File: config.mk
export PLATFORM = sky130hd
export DESIGN_NAME = tile_palette_arbiter
export DESIGN_NICKNAME = d
export VERILOG_FILES = /design/src/rtl/tile_palette_arbiter.sv
export SDC_FILE = /design/constraint.sdc
export NUM_CORES = 1
export LEC_CHECK = 0
export BUFFER_PORTS_ARGS = -buffer_cell sky130_fd_sc_hd__buf_2
export CORE_UTILIZATION = 41
export DETAILED_ROUTE_END_ITERATION = 8
export PLACE_DENSITY = 0.8
export SLEW_MARGIN = 20
export SYNTH_ARGS = -nofsm -noshare
export SYNTH_HDL_FRONTEND = slang
export SYNTH_SLANG_ARGS = --single-unit
File: constraint.sdc
create_clock -name Clk -period 2.45 [get_ports Clk]
set_input_delay 0.245 -clock Clk [delete_from_list [all_inputs] [get_ports Clk]]
set_output_delay 0.245 -clock Clk [all_outputs]
set_load 0.01 [all_outputs]
File: src/rtl/tile_palette_arbiter.sv
// Round-robin arbiter sharing one combinational palette lookup among NREQ pixel requesters.
// Optional build macro TILE_PAL_ARB_PRIO0_EN gives requester 0 fixed top priority.
module tile_palette_arbiter #(
  parameter  int NREQ  = 4,
  parameter  int IDX_W = 4,
  localparam int IDW   = $clog2(NREQ)
) (
  input  logic                   Clk,
  input  logic                   Reset_n,
  input  logic [NREQ-1:0]        req_valid,
  input  logic [NREQ*IDX_W-1:0]  req_index,
  output logic [NREQ-1:0]        req_ready,
  output logic [IDX_W-1:0]       pal_index,
  input  logic [3:0]             pal_red,
  input  logic [3:0]             pal_green,
  input  logic [3:0]             pal_blue,
  output logic                   rsp_valid,
  input  logic                   rsp_ready,
  output logic [IDW-1:0]         rsp_id,
  output logic [3:0]             rsp_red,
  output logic [3:0]             rsp_green,
  output logic [3:0]             rsp_blue
);

`ifdef TILE_PAL_ARB_PRIO0_EN
  localparam bit       PRIO0   = 1'b1;
  localparam int       LB      = 1;
  localparam [IDW-1:0] PTR_RST = IDW'(1);
`else
  localparam bit       PRIO0   = 1'b0;
  localparam int       LB      = 0;
  localparam [IDW-1:0] PTR_RST = '0;
`endif

  logic [IDW-1:0] ptr;
  logic [IDW-1:0] ptr_next;
  logic [IDW-1:0] grant_id;
  logic [IDW-1:0] hi_id;
  logic [IDW-1:0] lo_id;
  logic           hi_found;
  logic           lo_found;
  logic           grant_any;
  logic           can_accept;
  logic           hs;

  assign can_accept = !rsp_valid || rsp_ready;

  // Candidates at or above ptr beat those below it; descending scan keeps the lowest of each group.
  always_comb begin
    hi_found  = 1'b0;
    lo_found  = 1'b0;
    hi_id     = '0;
    lo_id     = '0;
    grant_any = 1'b0;
    grant_id  = '0;
    for (int i = NREQ - 1; i >= LB; i--) begin
      if (req_valid[i]) begin
        if (i >= int'(ptr)) begin
          hi_found = 1'b1;
          hi_id    = IDW'(i);
        end else begin
          lo_found = 1'b1;
          lo_id    = IDW'(i);
        end
      end
    end
    if (PRIO0 && req_valid[0]) begin
      grant_any = 1'b1;
      grant_id  = '0;
    end else if (hi_found) begin
      grant_any = 1'b1;
      grant_id  = hi_id;
    end else if (lo_found) begin
      grant_any = 1'b1;
      grant_id  = lo_id;
    end
  end

  assign hs = grant_any && can_accept && Reset_n;

  always_comb begin
    req_ready = '0;
    pal_index = '0;
    for (int i = 0; i < NREQ; i++) begin
      req_ready[i] = hs && (grant_id == IDW'(i));
      if (req_ready[i]) pal_index = req_index[i*IDX_W +: IDX_W];
    end
  end

  // In priority mode a grant to requester 0 leaves the rotation for 1..NREQ-1 untouched.
  always_comb begin
    ptr_next = ptr;
    if (hs && !(PRIO0 && grant_id == '0)) begin
      if (grant_id == IDW'(NREQ - 1)) ptr_next = PTR_RST;
      else                           ptr_next = grant_id + IDW'(1);
    end
  end

  always_ff @(posedge Clk) begin
    if (!Reset_n) begin
      ptr       <= PTR_RST;
      rsp_valid <= 1'b0;
      rsp_id    <= '0;
      rsp_red   <= '0;
      rsp_green <= '0;
      rsp_blue  <= '0;
    end else begin
      ptr <= ptr_next;
      if (hs) begin
        rsp_valid <= 1'b1;
        rsp_id    <= grant_id;
        rsp_red   <= pal_red;
        rsp_green <= pal_green;
        rsp_blue  <= pal_blue;
      end else if (rsp_ready) begin
        rsp_valid <= 1'b0;
      end
    end
  end

endmodule

; ---- After elaboration in Yosys (flattened, before gate mapping)
; Cells that the tools add are included.
; W data, S select, Z words.
[word_totals]
register_bits = 17
elab_cells = 60
[classes]
add_sub_neg = 1
order_cmp = 3
n_eq_ne = 3
mux = 37
n_reduce_logical = 10
[ops]
columns = cell, count
row1 = $mux W2, 16
row2 = $mux W1, 17
row3 = $mux W4, 4
row4 = $logic_and A1 B1 Y1, 6
row5 = $eq A2 B2 Y1 const B, 2
row6 = $ge A1 B2 Y1 const A, 2
row7 = $add A2 B1 Y2 const B, 1
row8 = $eq A2 B1 Y1 const B, 1
row9 = $ge A2 B2 Y1 const A, 1
row10 = $logic_not A2 Y1, 1
row11 = $reduce_bool A2 Y1, 1
row12 = $logic_not A1 Y1, 1
row13 = $logic_or A1 B1 Y1, 1

; ---- Depth between registers and ports, before layout
[logic_depth]
ltp_word = 16
mapped_depth = 9

; ---- Worst setup path before layout
; OpenSTA, ideal clock, no wires.
[synth_path]
kind = input to output
startpoint = input port req_valid[2]
endpoint = output port pal_index[3]
t_arrival_ns = 1.909
required_time_ns = 2.205
path_slack_ns = 0.296
cell_stages = 8
path_buffers = 0
cell_sequence = nor2b_1 > a21boi_0 > o32ai_1 > ha_1 > nor2b_1 > a221oi_1 > a211o_1 > a21oi_1
[synth_via]
elab_chain_len = 14
elab_cells_between_ends = 38
classes_between = eq/ne: 3 / mux: 28 / reduce/logical: 7
[synth_lines]
columns = element, line
row1 = from (decl), 10  ; input logic [NREQ-1:0] req_valid,
row2 = $mux W1, 57  ; if (req_valid[i]) begin
row3 = $mux W1, 58  ; if (i >= int'(ptr)) begin
row4 = $mux W1, 57
row5 = $mux W1, 58
row6 = $mux W1, 57
row7 = $mux W1, 73  ; end else if (lo_found) begin
row8 = $mux W1, 70  ; end else if (hi_found) begin
row9 = $logic_and A1 B1 Y1 (2 in a row), 79  ; assign hs = grant_any && can_accept && Reset_n;
row10 = $logic_and A1 B1 Y1, 85  ; req_ready[i] = hs && (grant_id == IDW'(i));
row11 = $mux W4 (3 in a row), 86  ; if (req_ready[i]) pal_index = req_index[i*IDX_W +: IDX_W];
row12 = $mux W4 *, 86
row13 = to (decl), 13  ; output logic [IDX_W-1:0] pal_index,
; Every way passes the cells marked *; elsewhere a longest branch is shown, timed or not.

; ---- Worst setup path after layout
[layout_path]
startpoint = register ptr[1]
endpoint = output port pal_index[0]
[layout_via]
elab_chain_len = 16
elab_cells_between_ends = 45
classes_between = order compare: 3 / eq/ne: 3 / mux: 32 / reduce/logical: 7
[layout_lines]
columns = element, line
row1 = from (decl), 35  ; logic [IDW-1:0] ptr;
row2 = from (signal assigned), 108  ; ptr <= ptr_next;
row3 = $ge A2 B2 Y1, 58
row4 = $mux W1, 58
row5 = $mux W1, 57
row6 = $mux W1, 58
row7 = $mux W1, 57
row8 = $mux W1, 58
row9 = $mux W1, 57
row10 = $mux W1, 73
row11 = $mux W1, 70
row12 = $logic_and A1 B1 Y1 (2 in a row), 79
row13 = $logic_and A1 B1 Y1, 85
row14 = $mux W4 (3 in a row), 86
row15 = $mux W4 *, 86
; Marks and branches as above.

==> summary.txt <==
Yosys
  – Ys Warns: 0
  – EDFF count, synth: 0
  – Share of synthesized registers carrying an async set or reset: 0
  – Post-synthesis sequential area ratio: 0.380
  – Synthesized area: 895 sq um
  – Post-Syn Nets: 156
  – Ys flop type: dfxtp_1
  – Cells after Synth: 117
  – Yosys reg bits: 17
  – Distinct cells, synth: 26
  – Syn Area/Cell: 7.65 sq um

Final layout
  – Cell area after layout: 1360 sq um
  – Share of layout cells above drive strength 1: 0.497
  – Nets: 215
  – Area grow syn2layout: 52.2%
  – Fill cells: 166
  – Diode count: 0
  – Final Util: 0.680

Clock network
  – CTS root buf: clkbuf_4
  – Cts bufs inserted: 3
  – Sink Count: 17
  – Clk slew on worst S/H paths: 110 ps
  – Clock Latency Late Sink: 290 ps
  – CTS tree: done
  – Clock buffer depth: 2
  – Cts hold-fix bufs: 0
  – H-tree Lvls: 1

STA
  – Slew Limit Fails: 0
  – Endpoints failing setup: 0
  – Peak Freq: 0.413 GHz
  – Layout Skew: 10.9 ps
  – Min cycle time layout: 2420 ps
  – Slew headroom: 0.609
  – Fin crit share: 0.989
  – Worst Hold Slack: 128 ps
  – Final hold vios: 0
  – Worst-Margin Slew: 587 ps

Critical path
  – CP startpoint kind: register
  – Setup CP Type: reg -> out
  – Worst-path fanout max: 6
  – Data required time of the worst path: 2200 ps
  – CP Data Arrival Time: 2180 ps
  – Crit. End Element: output pin

Detailed routing
  – DR WL/cell: 12.9 microns
  – Post-route ant nets: 0
  – Vias/cell: 5.04
  – Drt total wl: 2600 microns
  – DRC viols: 0
  – Iteration-0 DRC Markers: 13
  – Router iterations before antenna repair: 4
  – Routed vias: 1018

Global route
  – Initial antenna violation count: 0
  – Largest net degree at the start of global routing: 20
  – Number of global-route vias before repair: 950
  – First-pass GRT wire length: 3820 microns
  – Gr usage total: 0.197
  – Gr ovfl total: 0

Outcome
  – Status: complete, no violations

Floorplanning
  – DIE AREA: 2370 sq um
  – I/O pins: 58
  – Core Area: 2000 sq um
  – Die extent in x: 48.7 microns
  – Initial Utilization: 0.447
  – Num rows: 16
  – Die height: 48.7 microns

Placement
  – Final GP Congestion: 0.770
  – Port bufs: 57
  – Post-DP HPWL: 1690 microns
  – Area after DPL: 1180 sq um

Power and ir drop
  – Leakage: 0.727 nW
  – Pwr/cell area: 658 nW/um^2
  – Total Power: 0.000896 W
  – Peak supply drop: 0.454 mV

Hold path
  – Hold WC Path Type: in -> reg

Job
  – Max-Cap Viols: 0
## Yosys cell counts, types with 2 or more instances
library cell  number  area (sq um)
a211o_1            4          35.0
a21oi_1            4          20.0
a221oi_1           4          35.0
and2_1             4          25.0
buf_4              2          15.0
clkbuf_1           3          11.3
dfxtp_1           17           340
ha_1               4          50.1
inv_1              6          22.5
nand2_1           30           113
nand3_1           17          85.1
nor2b_1            6          37.5
o21ai_0            3          15.0
## metrics by stage
step           std cells  setup TNS, ps  worst slack (ps)
2_1_floorplan        117              0               296
3_3_place_gp         195              0              49.3
3_5_place_dp         195           -111             -57.0
4_1_cts              200              0              20.9
5_1_grt              202           -358              -137
6_report             202              0              26.6
## flip-flops by register name, indices dropped and copies added (netlist names)
name,count
rsp_blue,4
rsp_green,4
rsp_red,4
ptr,2
rsp_id,2
rsp_valid,1
## power by group
part	switching, W	internal, W	leakage (nW)	total [W]
clock	0.0000879	0.0000619	0.0139	0.000150
sequential	0.0000298	0.000314	0.143	0.000344
combinational	0.000205	0.000198	0.570	0.000402
## layout by cell type (no fill, tap or decap), types with 3 or more instances in the layout
cell type	netlist	routed
buf_4	2	4
a211o_1	4	4
a221oi_2	0	3
inv_1	6	5
nor2b_4	0	3
dfxtp_1	17	15
nand2_1	30	30
and2_1	4	4
nor2b_1	6	3
o21ai_0	3	3
buf_2	1	57
clkbuf_4	0	3
nand3_1	17	17
## worst max-delay path: stages, from the launching register on
cell      delay, ps
dfxtp_4         400
a21boi_2         70
o32ai_4         350
buf_4           190
ha_4            190
nor2b_4          70
a221oi_2        280
a211o_1         140
a21oi_1          60
buf_2           150
## cell families (layout without fill, tap and decap cells)
family	Yosys count	count (layout)	synth area share
and+or+nand+nor	64	64	0.344
AOI/OAI and AO/OA	18	18	0.143
DFF	17	17	0.380
buffers and inverters	14	72	0.0769
adders and majority gates	4	4	0.0559
## path summary, 6_finish.rpt
path                                endpoint  slack [ps]  cells after the start         start
worst min-delay path             rsp_blue[2]         130                      3   pal_blue[2]
worst max register to register        ptr[1]        1020                      6        ptr[1]
worst min register to register  rsp_green[3]         460                      2  rsp_green[3]
worst max-delay path            pal_index[0]          30                      9        ptr[1]
## layout make-up
cell class / instances / area (sq um) / area share
Clock inverter: 1 / 7.51 / 0.00551
Inverter: 6 / 22.5 / 0.0165
Timing Repair Buffer: 62 / 327 / 0.240
Multi-Input combinational cell: 86 / 601 / 0.441
Clock buffer: 3 / 22.5 / 0.0165
Tap cell: 27 / 33.8 / 0.0248
Sequential cell: 17 / 348 / 0.256
## metal layers
metal,track usage,vias up,wire (microns)
met5,0,-,0
li1,-,515,-
met3,0.0409,6,136
met4,0.0392,0,41
met2,0.368,38,1310
met1,0.229,459,1110
## what timing repair did
| item | 4_1_cts | 5_1_grt |
|---|---|---|
| pin swaps | 1 | 5 |
| gates resized for setup | 7 | 23 |
| cloned | 0 | 0 |
| setup endpoints to repair | 4 | 4 |
| setup buffers | 1 | 2 |
| hold endpoints to repair | 0 | 0 |
(Power assumes the default switching activity.)
